$ cat src/rtl/ni_vc_flit_buf_pkg.sv
// Shared types and defaults for the NoC virtual-channel flit buffer.
// No ports; provides the flit record, the arbiter state encoding and
// default sizing constants.
package ravenoc_pkg;

    localparam int unsigned NiVcChannels = 2;
    localparam int unsigned NiVcDepth    = 4;
    localparam int unsigned NiVcFlitW    = 34;

    // Flit as stored in a channel FIFO: tail marker above the payload.
    typedef struct packed {
        logic                 last;
        logic [NiVcFlitW-1:0] data;
    } s_vc_flit_t;

    typedef enum logic {
        ARB_IDLE,
        ARB_LOCK
    } arb_state_e;

endpackage

$ cat src/rtl/ni_vc_flit_buf_if.sv
// Handshake bundle of the VC flit buffer.
//   in_*  : per-channel ingress (valid/ready/data/last), N_CH lanes, flat data.
//   out_* : merged egress (valid/ready/data/last) plus source channel.
// slave  : the buffer itself.  master : the producer/consumer around it.
interface ni_vc_flit_buf_if
    import ravenoc_pkg::*;
#(
    parameter int unsigned N_CH   = NiVcChannels,
    parameter int unsigned FLIT_W = NiVcFlitW,
    parameter int unsigned CH_W   = $clog2(N_CH)
) ();

    logic [N_CH-1:0]        in_valid_i;
    logic [N_CH-1:0]        in_ready_o;
    logic [N_CH*FLIT_W-1:0] in_data_i;
    logic [N_CH-1:0]        in_last_i;
    logic                   out_valid_o;
    logic                   out_ready_i;
    logic [FLIT_W-1:0]      out_data_o;
    logic                   out_last_o;
    logic [CH_W-1:0]        out_ch_o;

    modport slave (
        input  in_valid_i, in_data_i, in_last_i, out_ready_i,
        output in_ready_o, out_valid_o, out_data_o, out_last_o, out_ch_o
    );

    modport master (
        output in_valid_i, in_data_i, in_last_i, out_ready_i,
        input  in_ready_o, out_valid_o, out_data_o, out_last_o, out_ch_o
    );

endinterface

$ cat src/rtl/ni_vc_flit_buf_sync_gp_fifo.sv
// Single-clock FIFO with occupancy output.
//   clk/rst              : clock, synchronous active-high reset
//   wr_en_i/wr_data_i    : push (ignored when full)
//   rd_en_i/rd_data_o    : pop (ignored when empty); rd_data_o shows the head
//   full_o/empty_o/fill_o: status
module sync_gp_fifo #(
    parameter int unsigned SLOTS = 4,
    parameter int unsigned WIDTH = 35
) (
    input  logic                           clk,
    input  logic                           rst,
    input  logic                           wr_en_i,
    input  logic [WIDTH-1:0]               wr_data_i,
    output logic                           full_o,
    input  logic                           rd_en_i,
    output logic [WIDTH-1:0]               rd_data_o,
    output logic                           empty_o,
    output logic [$clog2(SLOTS+1)-1:0]     fill_o
);

    localparam int unsigned PTR_W  = $clog2(SLOTS);
    localparam int unsigned FILL_W = $clog2(SLOTS+1);

    logic [WIDTH-1:0]  mem_q [SLOTS];
    logic [PTR_W-1:0]  wr_ptr_q, wr_ptr_d, rd_ptr_q, rd_ptr_d;
    logic [FILL_W-1:0] fill_q, fill_d;
    logic              do_wr, do_rd;

    assign full_o    = (fill_q == FILL_W'(SLOTS));
    assign empty_o   = (fill_q == '0);
    assign fill_o    = fill_q;
    assign rd_data_o = mem_q[rd_ptr_q];

    always_comb begin
        do_wr    = wr_en_i && !full_o;
        do_rd    = rd_en_i && !empty_o;
        wr_ptr_d = do_wr ? wr_ptr_q + PTR_W'(1) : wr_ptr_q;
        rd_ptr_d = do_rd ? rd_ptr_q + PTR_W'(1) : rd_ptr_q;
        fill_d   = fill_q;
        if (do_wr && !do_rd) begin
            fill_d = fill_q + FILL_W'(1);
        end else if (!do_wr && do_rd) begin
            fill_d = fill_q - FILL_W'(1);
        end
    end

    always_ff @(posedge clk) begin
        if (rst) begin
            wr_ptr_q <= '0;
            rd_ptr_q <= '0;
            fill_q   <= '0;
        end else begin
            wr_ptr_q <= wr_ptr_d;
            rd_ptr_q <= rd_ptr_d;
            fill_q   <= fill_d;
        end
    end

    // Storage needs no reset: reads are gated by the fill count.
    always_ff @(posedge clk) begin
        if (do_wr) begin
            mem_q[wr_ptr_q] <= wr_data_i;
        end
    end

endmodule

$ cat src/rtl/ni_vc_flit_buf.sv
// Multi-channel flit buffer: one FIFO per VC, merged through a packet-atomic
// round-robin arbiter. Runtime bypass routes inputs straight to the output.
//   clk_noc/arst_noc : clock, synchronous active-high reset
//   bypass_i         : requested mode, applied only when fully idle
//   bus              : ingress/egress handshakes (slave side)
//   fill_o           : per-channel FIFO occupancy, flat
//   mode_o           : mode currently applied (1 = bypass)
module ni_vc_flit_buf
    import ravenoc_pkg::*;
#(
    parameter int unsigned N_CH   = NiVcChannels,
    parameter int unsigned DEPTH  = NiVcDepth,
    parameter int unsigned FLIT_W = NiVcFlitW
) (
    input  logic                                clk_noc,
    input  logic                                arst_noc,
    input  logic                                bypass_i,
    ni_vc_flit_buf_if.slave                     bus,
    output logic [N_CH*$clog2(DEPTH+1)-1:0]     fill_o,
    output logic                                mode_o
);

    localparam int unsigned CH_W   = $clog2(N_CH);
    localparam int unsigned FILL_W = $clog2(DEPTH+1);

    logic [N_CH-1:0] fifo_full, fifo_empty, push, pop, cand;
    logic [FLIT_W:0] fifo_rd [N_CH];
    logic [FLIT_W:0] flit;
    logic            gnt_vld, hs;
    logic [CH_W-1:0] gnt_ch, gnt_next;
    int              idx;

    arb_state_e      state_q, state_d;
    logic [CH_W-1:0] rr_q, rr_d, lock_q, lock_d;
    logic            mode_q, mode_d;

    for (genvar c = 0; c < N_CH; c++) begin : g_ch
        sync_gp_fifo #(
            .SLOTS (DEPTH),
            .WIDTH (FLIT_W + 1)
        ) u_fifo (
            .clk       (clk_noc),
            .rst       (arst_noc),
            .wr_en_i   (push[c]),
            .wr_data_i ({bus.in_last_i[c], bus.in_data_i[c*FLIT_W +: FLIT_W]}),
            .full_o    (fifo_full[c]),
            .rd_en_i   (pop[c]),
            .rd_data_o (fifo_rd[c]),
            .empty_o   (fifo_empty[c]),
            .fill_o    (fill_o[c*FILL_W +: FILL_W])
        );
    end

    // Grant, output mux and per-channel handshakes.
    always_comb begin
        cand    = mode_q ? bus.in_valid_i : ~fifo_empty;
        gnt_vld = 1'b0;
        gnt_ch  = '0;
        idx     = 0;
        if (state_q == ARB_LOCK) begin
            gnt_vld = cand[lock_q];
            gnt_ch  = lock_q;
        end else begin
            // Walk downward so the candidate closest to rr_q is written last.
            for (int i = int'(N_CH) - 1; i >= 0; i--) begin
                idx = int'(rr_q) + i;
                if (idx >= int'(N_CH)) idx = idx - int'(N_CH);
                if (cand[idx]) begin
                    gnt_vld = 1'b1;
                    gnt_ch  = CH_W'(idx);
                end
            end
        end

        flit = mode_q ? {bus.in_last_i[gnt_ch], bus.in_data_i[gnt_ch*FLIT_W +: FLIT_W]}
                      : fifo_rd[gnt_ch];
        if (!gnt_vld) flit = '0;

        bus.out_valid_o = gnt_vld;
        bus.out_data_o  = flit[FLIT_W-1:0];
        bus.out_last_o  = flit[FLIT_W];
        bus.out_ch_o    = gnt_vld ? gnt_ch : '0;
        hs              = gnt_vld && bus.out_ready_i;

        for (int unsigned c = 0; c < N_CH; c++) begin
            pop[c]            = !mode_q && hs && (gnt_ch == CH_W'(c));
            push[c]           = !mode_q && bus.in_valid_i[c] && !fifo_full[c];
            bus.in_ready_o[c] = mode_q ? (gnt_vld && (gnt_ch == CH_W'(c)) && bus.out_ready_i)
                                       : !fifo_full[c];
        end
    end

    // Arbiter and mode next state.
    always_comb begin
        gnt_next = (gnt_ch == CH_W'(N_CH - 1)) ? '0 : gnt_ch + CH_W'(1);
        state_d  = state_q;
        rr_d     = rr_q;
        lock_d   = lock_q;
        if (hs) begin
            if (flit[FLIT_W]) begin
                state_d = ARB_IDLE;
                rr_d    = gnt_next;
            end else if (state_q == ARB_IDLE) begin
                state_d = ARB_LOCK;
                lock_d  = gnt_ch;
            end
        end
        mode_d = (state_q == ARB_IDLE && (&fifo_empty) && !hs) ? bypass_i : mode_q;
    end

    always_ff @(posedge clk_noc) begin
        if (arst_noc) begin
            state_q <= ARB_IDLE;
            rr_q    <= '0;
            lock_q  <= '0;
            mode_q  <= 1'b0;
        end else begin
            state_q <= state_d;
            rr_q    <= rr_d;
            lock_q  <= lock_d;
            mode_q  <= mode_d;
        end
    end

    assign mode_o = mode_q;

endmodule

$ cat src/flat_wrapper.sv
// flat-port wrapper written by rule: the top's interface ports become plain ports
module ni_vc_flit_buf_flat import ravenoc_pkg::*;
#(
    parameter int unsigned N_CH   = NiVcChannels,
    parameter int unsigned DEPTH  = NiVcDepth,
    parameter int unsigned FLIT_W = NiVcFlitW
)
  (clk_noc, arst_noc, bypass_i, fill_o, mode_o, bus_in_valid_i, bus_in_data_i, bus_in_last_i, bus_out_ready_i, bus_in_ready_o, bus_out_valid_o, bus_out_data_o, bus_out_last_o, bus_out_ch_o);
  ni_vc_flit_buf_if #(.N_CH(N_CH), .FLIT_W(FLIT_W)) bus_i ();
  input  logic clk_noc;
  input  logic arst_noc;
  input  logic bypass_i;
  output logic [N_CH*$clog2(DEPTH+1)-1:0] fill_o;
  output logic mode_o;
  input wire logic [$bits(bus_i.in_valid_i)-1:0] bus_in_valid_i;
  input wire logic [$bits(bus_i.in_data_i)-1:0] bus_in_data_i;
  input wire logic [$bits(bus_i.in_last_i)-1:0] bus_in_last_i;
  input wire logic [$bits(bus_i.out_ready_i)-1:0] bus_out_ready_i;
  output wire logic [$bits(bus_i.in_ready_o)-1:0] bus_in_ready_o;
  output wire logic [$bits(bus_i.out_valid_o)-1:0] bus_out_valid_o;
  output wire logic [$bits(bus_i.out_data_o)-1:0] bus_out_data_o;
  output wire logic [$bits(bus_i.out_last_o)-1:0] bus_out_last_o;
  output wire logic [$bits(bus_i.out_ch_o)-1:0] bus_out_ch_o;
  assign bus_i.in_valid_i = bus_in_valid_i;
  assign bus_i.in_data_i = bus_in_data_i;
  assign bus_i.in_last_i = bus_in_last_i;
  assign bus_i.out_ready_i = bus_out_ready_i;
  assign bus_in_ready_o = bus_i.in_ready_o;
  assign bus_out_valid_o = bus_i.out_valid_o;
  assign bus_out_data_o = bus_i.out_data_o;
  assign bus_out_last_o = bus_i.out_last_o;
  assign bus_out_ch_o = bus_i.out_ch_o;
  ni_vc_flit_buf #(.N_CH(N_CH), .DEPTH(DEPTH), .FLIT_W(FLIT_W)) u_core (.clk_noc(clk_noc), .arst_noc(arst_noc), .bypass_i(bypass_i), .bus(bus_i), .fill_o(fill_o), .mode_o(mode_o));
endmodule
$ cat config.mk
export PLATFORM = sky130hd
export DESIGN_NAME = ni_vc_flit_buf_flat
export DESIGN_NICKNAME = d
export VERILOG_FILES = /design/src/rtl/ni_vc_flit_buf_pkg.sv /design/src/rtl/ni_vc_flit_buf_if.sv /design/src/rtl/ni_vc_flit_buf_sync_gp_fifo.sv /design/src/rtl/ni_vc_flit_buf.sv /design/src/flat_wrapper.sv
export SDC_FILE = /design/constraint.sdc
export NUM_CORES = 1
export LEC_CHECK = 0
export BUFFER_PORTS_ARGS = -buffer_cell sky130_fd_sc_hd__buf_4
export CORE_ASPECT_RATIO = 2
export CORE_UTILIZATION = 50
export CTS_BUF_LIST = sky130_fd_sc_hd__clkbuf_4
export DETAILED_ROUTE_END_ITERATION = 7
export PLACE_DENSITY = 0.69
export SYNTH_ARGS = -nofsm -noshare
export SYNTH_HDL_FRONTEND = slang
export SYNTH_HIERARCHICAL = 1
export SYNTH_SLANG_ARGS = --single-unit
$ cat constraint.sdc
create_clock -name clk_noc -period 3.5 [get_ports clk_noc]
set_clock_uncertainty 0.2 [all_clocks]
set_input_delay 0.35 -clock clk_noc [delete_from_list [all_inputs] [get_ports clk_noc]]
set_output_delay 0.35 -clock clk_noc [all_outputs]
set_load 0.02 [all_outputs]
; ---- Word-level counts from Yosys, hierarchy flattened
; Memory sizes are Yosys's and may differ from the RTL's. A register that Yosys moved wholly into a read port is not among the register bits.
; Cells that the tools add are included.
[word_totals]
output_inout_bits = 46
wordCells = 122
memories = 2
ram_bits = 280
ff_bits = 18
in_bits = 76
[classes]
multipliers = 1
bitwise = 5
n_addsub = 12
n_eq_ne = 2
n_shift = 1
n_reduce_logical = 39
n_lt_le_gt_ge = 7
mux = 43
[memory_table]
columns = memory, depth, width, rd, rd_clocked_by_memory_dff, wr, line_no
row1 = u_core.g_ch[0].u_fifo.mem_q, 4, 35, 1, 1, 1, ni_vc_flit_buf_sync_gp_fifo.sv:24  ; logic [WIDTH-1:0] mem_q [SLOTS];
row2 = u_core.g_ch[1].u_fifo.mem_q, 4, 35, 1, 1, 1, ni_vc_flit_buf_sync_gp_fifo.sv:24
[op_table]
columns = cell, count
row1 = 35-bit two-way mux, 5
row2 = 32-bit two-way mux, 4
row3 = 68-bit by 8-bit indexed part select with 34-bit output, 1
row4 = "32-bit by 3-bit less-than comparator with 1-bit output, second input constant", 2
row5 = "32-bit by 3-bit >= comparator with 1-bit output, second input constant", 1
row6 = "32-bit by 3-bit subtractor with 32-bit output, second input constant", 1
row7 = 1-bit two-way mux, 25
row8 = 1-bit logical AND, 22
row9 = 3-bit two-way mux, 4
row10 = 1-bit logical NOT, 10
row11 = 2-bit two-way mux, 5
row12 = "2-bit by 1-bit adder with 2-bit output, second input constant", 4
row13 = "3-bit by 1-bit adder with 3-bit output, second input constant", 2
row14 = "3-bit == test, second input constant", 2
row15 = 3-bit logical NOT, 2
row16 = "1-bit by 5-bit multiplier with 6-bit output, second input constant", 1
row17 = "3-bit by 1-bit subtractor with 3-bit output, second input constant", 2
row18 = "1-bit by 2-bit less-than comparator with 1-bit output, second input constant", 2
row19 = 2-bit AND reduction, 2
row20 = 2-bit nonzero test, 2
row21 = 1-bit NOT, 3
row22 = 3-bit AND reduction, 1
row23 = "1-bit by 2-bit subtractor with 3-bit output, second input constant", 1
row24 = "1-bit by 1-bit adder with 2-bit output, second input constant", 1
row25 = other kinds (5), 5

; ---- Depth between registers and ports, before layout
[depth]
ltp_word = 18
mapped_depth = 15
ltp_nobuf = 14

; ---- Cells and area by module
; The synthesis kept the hierarchy.
[by_module_without_submodules]
columns = mod, seq_area_each_um2, area_per_inst_um2, cells_each, n_inst
row1 = sync_gp_fifo, 4384.2, 5554.1, 231, 2
row2 = ni_vc_flit_buf, 80.1, 1606.5, 134, 1

; ---- Worst setup path before layout
; No wires, ideal clock.
[synth_timing]
path_type = register to register
start = register u_core.g_ch[0].u_fifo.fill_q[0]
end = register u_core.g_ch[1].u_fifo.fill_q[2]
n_path_buf = 1
required_ns = 3.230
arrival_ns = 2.969
path_slack_ns = 0.260
period_less_slack_ns = 3.240
path_stages_with_launch = 14
setup_time_ns = 0.070
cell_sequence = dfxtp_1 > nor3_1 > or2_2 > a211oi_2 > a211oi_4 > buf_6 > nor3b_1 > o31ai_2 > ha_1 > inv_1 > fa_1 > xor2_1 > or3_1 > a21oi_1
[synth_via]
elab_chain_cells = 16
elab_cells_between_ends = 26
cone_classes = 16 x mux / 1 x bitwise / 9 x reduce/logical
[synth_lines]
columns = item, line_no
row1 = from (decl), ni_vc_flit_buf_sync_gp_fifo.sv:26  ; logic [FILL_W-1:0] fill_q, fill_d;
row2 = from (signal assigned), ni_vc_flit_buf_sync_gp_fifo.sv:55  ; fill_q <= fill_d;
row3 = 3-bit logical NOT *, ni_vc_flit_buf_sync_gp_fifo.sv:30  ; assign empty_o = (fill_q == '0);
row4 = net u_core.fifo_empty[0], ni_vc_flit_buf.sv:26  ; logic [N_CH-1:0] fifo_full, fifo_empty, push, pop, cand;
row5 = 2-bit NOT *, ni_vc_flit_buf.sv:56  ; cand = mode_q ? bus.in_valid_i : ~fifo_empty;
row6 = 2-bit two-way mux *, ni_vc_flit_buf.sv:56
row7 = 1-bit two-way mux (implied by the code) (3 in series), ni_vc_flit_buf.sv:68  ; if (cand[idx]) begin
row8 = 1-bit two-way mux (2 in series), ni_vc_flit_buf.sv:68
row9 = 1-bit two-way mux, ni_vc_flit_buf.sv:60  ; if (state_q == ARB_LOCK) begin
row10 = 1-bit logical AND, ni_vc_flit_buf.sv:83  ; hs = gnt_vld && bus.out_ready_i;
row11 = 1-bit logical AND, ni_vc_flit_buf.sv:86  ; pop[c] = !mode_q && hs && (gnt_ch == CH_W'(c));
row12 = 1-bit logical AND *, ni_vc_flit_buf.sv:86
row13 = net u_core.pop[1], ni_vc_flit_buf.sv:26
row14 = 1-bit logical AND *, ni_vc_flit_buf_sync_gp_fifo.sv:36  ; do_rd = rd_en_i && !empty_o;
row15 = 1-bit logical NOT, ni_vc_flit_buf_sync_gp_fifo.sv:40  ; if (do_wr && !do_rd) begin
row16 = 1-bit logical AND, ni_vc_flit_buf_sync_gp_fifo.sv:40
row17 = 3-bit two-way mux / 2-bit nonzero test (equally long branches), -
row18 = to (signal assigned), ni_vc_flit_buf_sync_gp_fifo.sv:55
row19 = to (decl), ni_vc_flit_buf_sync_gp_fifo.sv:26
; Mark *: on every way through the listed nets, which the timed path passes. The rest lies on a longest branch. The select of a mux whose other input is x is not followed.
; A chain may end at the register's enable or synchronous reset.

; ---- Final worst setup path
[layout_timing]
start = register u_core.g_ch[1].u_fifo.fill_q[1]
end = output bus_out_last_o
[layout_via]
elab_chain_cells = 15
elab_cells_between_ends = 25
cone_classes = 22 x mux / 2 x bitwise / 1 x reduce/logical
[layout_lines]
columns = item, line_no
row1 = 3-bit logical NOT *, ni_vc_flit_buf_sync_gp_fifo.sv:30
row2 = net u_core.fifo_empty[1], ni_vc_flit_buf.sv:26
row3 = 2-bit NOT *, ni_vc_flit_buf.sv:56
row4 = 2-bit two-way mux *, ni_vc_flit_buf.sv:56
row5 = 1-bit two-way mux (implied by the code) (3 in series), ni_vc_flit_buf.sv:68
row6 = 1-bit two-way mux (2 in series), ni_vc_flit_buf.sv:68
row7 = 1-bit two-way mux, ni_vc_flit_buf.sv:60
row8 = 1-bit NOT with 2-bit output (implied by the code), ni_vc_flit_buf.sv:76  ; : fifo_rd[gnt_ch];
row9 = 35-bit two-way mux (implied by the code) (3 in series), ni_vc_flit_buf.sv:76
row10 = 35-bit two-way mux, ni_vc_flit_buf.sv:75  ; flit = mode_q ? {bus.in_last_i[gnt_ch], bus.in_data_i[gnt_ch*FLIT_W +: FLIT_W]}
row11 = 35-bit two-way mux *, ni_vc_flit_buf.sv:77  ; if (!gnt_vld) flit = '0;
row12 = to (decl), flat_wrapper.sv:22  ; output wire logic [$bits(bus_i.out_last_o)-1:0] bus_out_last_o;
; Marks and branches as above.

==> impl_metrics.env <==
export IMPL_status="complete, no violations"
export IMPL_maxSlewHeadroom=0.517
export IMPL_setup_viol=0
export IMPL_synth_area_leaders="edfxtp_1 (66%), mux4_2 (12%), mux4_1 (7.0%)"
export IMPL_layout_nets=942
export IMPL_synthFlopType="edfxtp_1"
export IMPL_cts_htree_levels=2
export IMPL_grt_max_degree=40
export IMPL_yosysMostFrequentCell="edfxtp_1"
export IMPL_peakVddDrop_mv=0.825
export IMPL_ys_types=47
export IMPL_critPathMaxStageDelay_ns=0.39
export IMPL_grt_total_usage=0.223
export IMPL_initial_core_util=0.508
export IMPL_p_per_area_nw_per_um2=838
export IMPL_detail_route_antenna_nets=0
export IMPL_yosys_warnings=6
export IMPL_root_buffer="clkbuf_4"
export IMPL_final_util=0.628
export IMPL_die_w_um=115
export IMPL_synthesis_area_sq_um=12700
export IMPL_boundaryPins=122
export IMPL_clk_pin_slew_ns=0.07
export IMPL_cts_made_buffers=61
export IMPL_fin_crit_sh=0.991
export IMPL_fp_row_count=82
export IMPL_netlist_instances=596
export IMPL_slowest_stage="mux2i_1"
export IMPL_first_pass_iters=7
export IMPL_synth_top_area_frac=0.661
export IMPL_drtIter0Drc=448
export IMPL_routed_wl_um=28200
export IMPL_critPathLaunchType="flip-flop"
export IMPL_gp_congestion=0.842
export IMPL_die_h_um=228
export IMPL_core_area_sq_um=25000
export IMPL_syn_nets=684
export IMPL_hold_class="in -> reg"
export IMPL_placedCellCount=1043
export IMPL_clock_path_buffers=3
export IMPL_die_area_sq_um=26100
export IMPL_clock_fmax_mhz=288
export IMPL_synth_sequential_area_ratio=0.696
export IMPL_crit_path_end_kind="output pin"
export IMPL_cts_tree="yes"
export IMPL_num_fill_cells=1819
export IMPL_synth_common_cells="edfxtp_1 (280), mux4_2 (70), and2_1 (43)"
export IMPL_gr_total_overflow=0
export IMPL_ys_async_sr_fraction=0
export IMPL_final_hold_violation_count=0
export IMPL_min_delay_start="bus_in_data_i[30]"
export IMPL_synth_area_leader_cell="edfxtp_1"
export IMPL_vias=6944
export IMPL_antenna_found_initial=2
export IMPL_viasPerCell=5.61
export IMPL_crit_required_ns=2.95
export IMPL_synth_edf_count=280
export IMPL_grt_pass1_wl_um=42400
export IMPL_area_growth_pct=23.6
export IMPL_grt_pass1_vias=7574
export IMPL_max_slew_worst_pin_slew_ns=0.725
export IMPL_crit_arrival_ns=2.92
export IMPL_drc=0
export IMPL_avgSynthCellArea_sq_um=21.3
export IMPL_ys_ff_latch=302
export IMPL_cts_sinks=302
export IMPL_path_cells="nor3_1 > nor2_1 > nor2_2 > a211oi_4 > buf_4 > buf_12 > mux2i_1 > nor2_1 > buf_4"
export IMPL_critPathKind="reg -> out"
export IMPL_port_buffers=121
export IMPL_layout_drive_gt1_share=0.387
export IMPL_cp_startpoint="u_core/g_ch[1].u_fifo/fill_o[1]$_SDFFE_PP0P_"
export IMPL_drv_cap=0
export IMPL_cp_max_fo=14
export IMPL_reg2reg_from="u_core/g_ch[1].u_fifo/fill_o[1]$_SDFFE_PP0P_"
export IMPL_dp_hpwl_um=16600
export IMPL_final_cells=1238
export IMPL_reg2reg_slack_ns=0.09
export IMPL_p_leak_nw=5.44
export IMPL_routedWlPerCell_um=22.8
export IMPL_clkLatencyLatePin_ns=0.70
export IMPL_fin_crit_ns=3.47
export IMPL_slew_violations=0
report_power, final:
| group | internal, mW | switching, mW |
|---|---|---|
| Clock | 1.17 | 1.26 |
| Combinational | 2.89 | 3.08 |
| Sequential | 4.54 | 0.240 |
| Total | 8.60 | 4.58 |
flip-flops by register name, indices dropped and copies added, names as in the netlist, named ones only:
name                         flops
u_core/state_q                   1
u_core/mode_o                    1
u_core/g_ch.u_fifo/wr_ptr_q      4
u_core/g_ch.u_fifo/mem_q       280
u_core/g_ch.u_fifo/rd_ptr_q      4
u_core/rr_q                      1
u_core/g_ch.u_fifo/fill_o        6
u_core/lock_q                    1
per-layer routing:
| layer | global-route usage | share of wire | vias to the layer above |
|---|---|---|---|
| met5 | 0 | 0 | - |
| met4 | 0.0926 | 0.025 | 0 |
| met3 | 0.0327 | 0.043 | 51 |
| met2 | 0.416 | 0.57 | 231 |
| met1 | 0.253 | 0.36 | 3618 |
| li1 | - | - | 3044 |
layout by cell type (no fill, tap or decap), types with 3 or more instances in the layout:
cell type / Yosys / layout
nand2b_1: 5 / 5
xor2_1: 8 / 8
clkbuf_4: 0 / 89
mux4_1: 34 / 34
nor3b_1: 3 / 3
clkinv_1: 0 / 15
dfxtp_1: 22 / 11
and2_1: 43 / 35
inv_2: 1 / 3
nor2_2: 3 / 3
clkinv_2: 0 / 3
or3_1: 4 / 4
inv_1: 13 / 13
nor2_1: 14 / 14
buf_4: 1 / 133
nand2_1: 5 / 5
a21oi_1: 6 / 6
buf_12: 6 / 10
o21ai_1: 3 / 3
o21ai_0: 5 / 5
dlygate4sd3_1: 0 / 78
dfxtp_4: 0 / 3
dfxtp_2: 0 / 8
and2_2: 0 / 8
ha_1: 10 / 10
mux2i_1: 6 / 6
edfxtp_1: 280 / 280
mux4_2: 70 / 70
repair_timing:
item                                    4_1_cts  5_1_grt
buffers inserted                              2        3
resized for setup                            11       10
endpoints found under the setup margin       35       36
hold buffers                                 78        0
endpoints found under the hold margin       302        0
pin swaps                                     0        3
cloned                                        0        1
layout make-up:
cell class              instances  area, sq um  share of cell area
flip-flops and latches        302         8870               0.564
clock inverters                20         78.8             0.00501
clock buffers                  89          668              0.0425
multi-input cells             249         3570               0.227
inverters                      14         52.6             0.00334
repair buffers                226         2060               0.131
well taps                     336          420              0.0267
diodes                          2         5.00            0.000318
path summary, 6_finish.rpt:
check | to | cells after the start
setup / recovery | bus_out_last_o | 9
hold / removal | u_core/g_ch[0].u_fifo/mem_q[1][30]$_DFFE_PP_ | 2
setup reg to reg | u_core/g_ch[1].u_fifo/fill_o[2]$_SDFFE_PP0P_ | 14
hold reg to reg | u_core/g_ch[1].u_fifo/wr_ptr_q[1]$_SDFFE_PP0P_ | 2
logic make-up (layout without fill, tap and decap cells):
family / count (synthesis) / count (layout) / share of synthesized area
buf+inv: 45 / 349 / 0.0259
other cells: 0 / 2 / 0
xor+xnor: 8 / 8 / 0.00551
flops: 302 / 302 / 0.696
simple gates: 89 / 89 / 0.0414
compound gates: 28 / 28 / 0.0175
fa+ha+maj: 12 / 12 / 0.0130
mux: 112 / 112 / 0.201
through the flow:
step | setup slack [ns] | power (mW) | area [sq um] | hold slack, ns | setup TNS (ns)
floorplan | 0.260 | 8.53 | 12700 | 0.219 | 0
global placement | 0.386 | 10.3 | 14100 | 0.290 | 0
detailed placement | 0.254 | 10.5 | 14100 | 0.305 | 0
CTS | 0.000273 | 13.1 | 15600 | 0.152 | 0
global route | -0.121 | 13.8 | 15700 | 0.178 | -0.201
finish | 0.0300 | 13.2 | 15700 | 0.209 | 0
worst max-delay path, delay by kind of cell, from the launching register on:
| kind | cells | cell delay, ns |
|---|---|---|
| compound gates | 1 | 0.10 |
| buf+inv | 3 | 0.51 |
| flops | 1 | 0.37 |
| mux | 1 | 0.39 |
| simple gates | 4 | 0.86 |
Power figures use the tool's default switching activity.
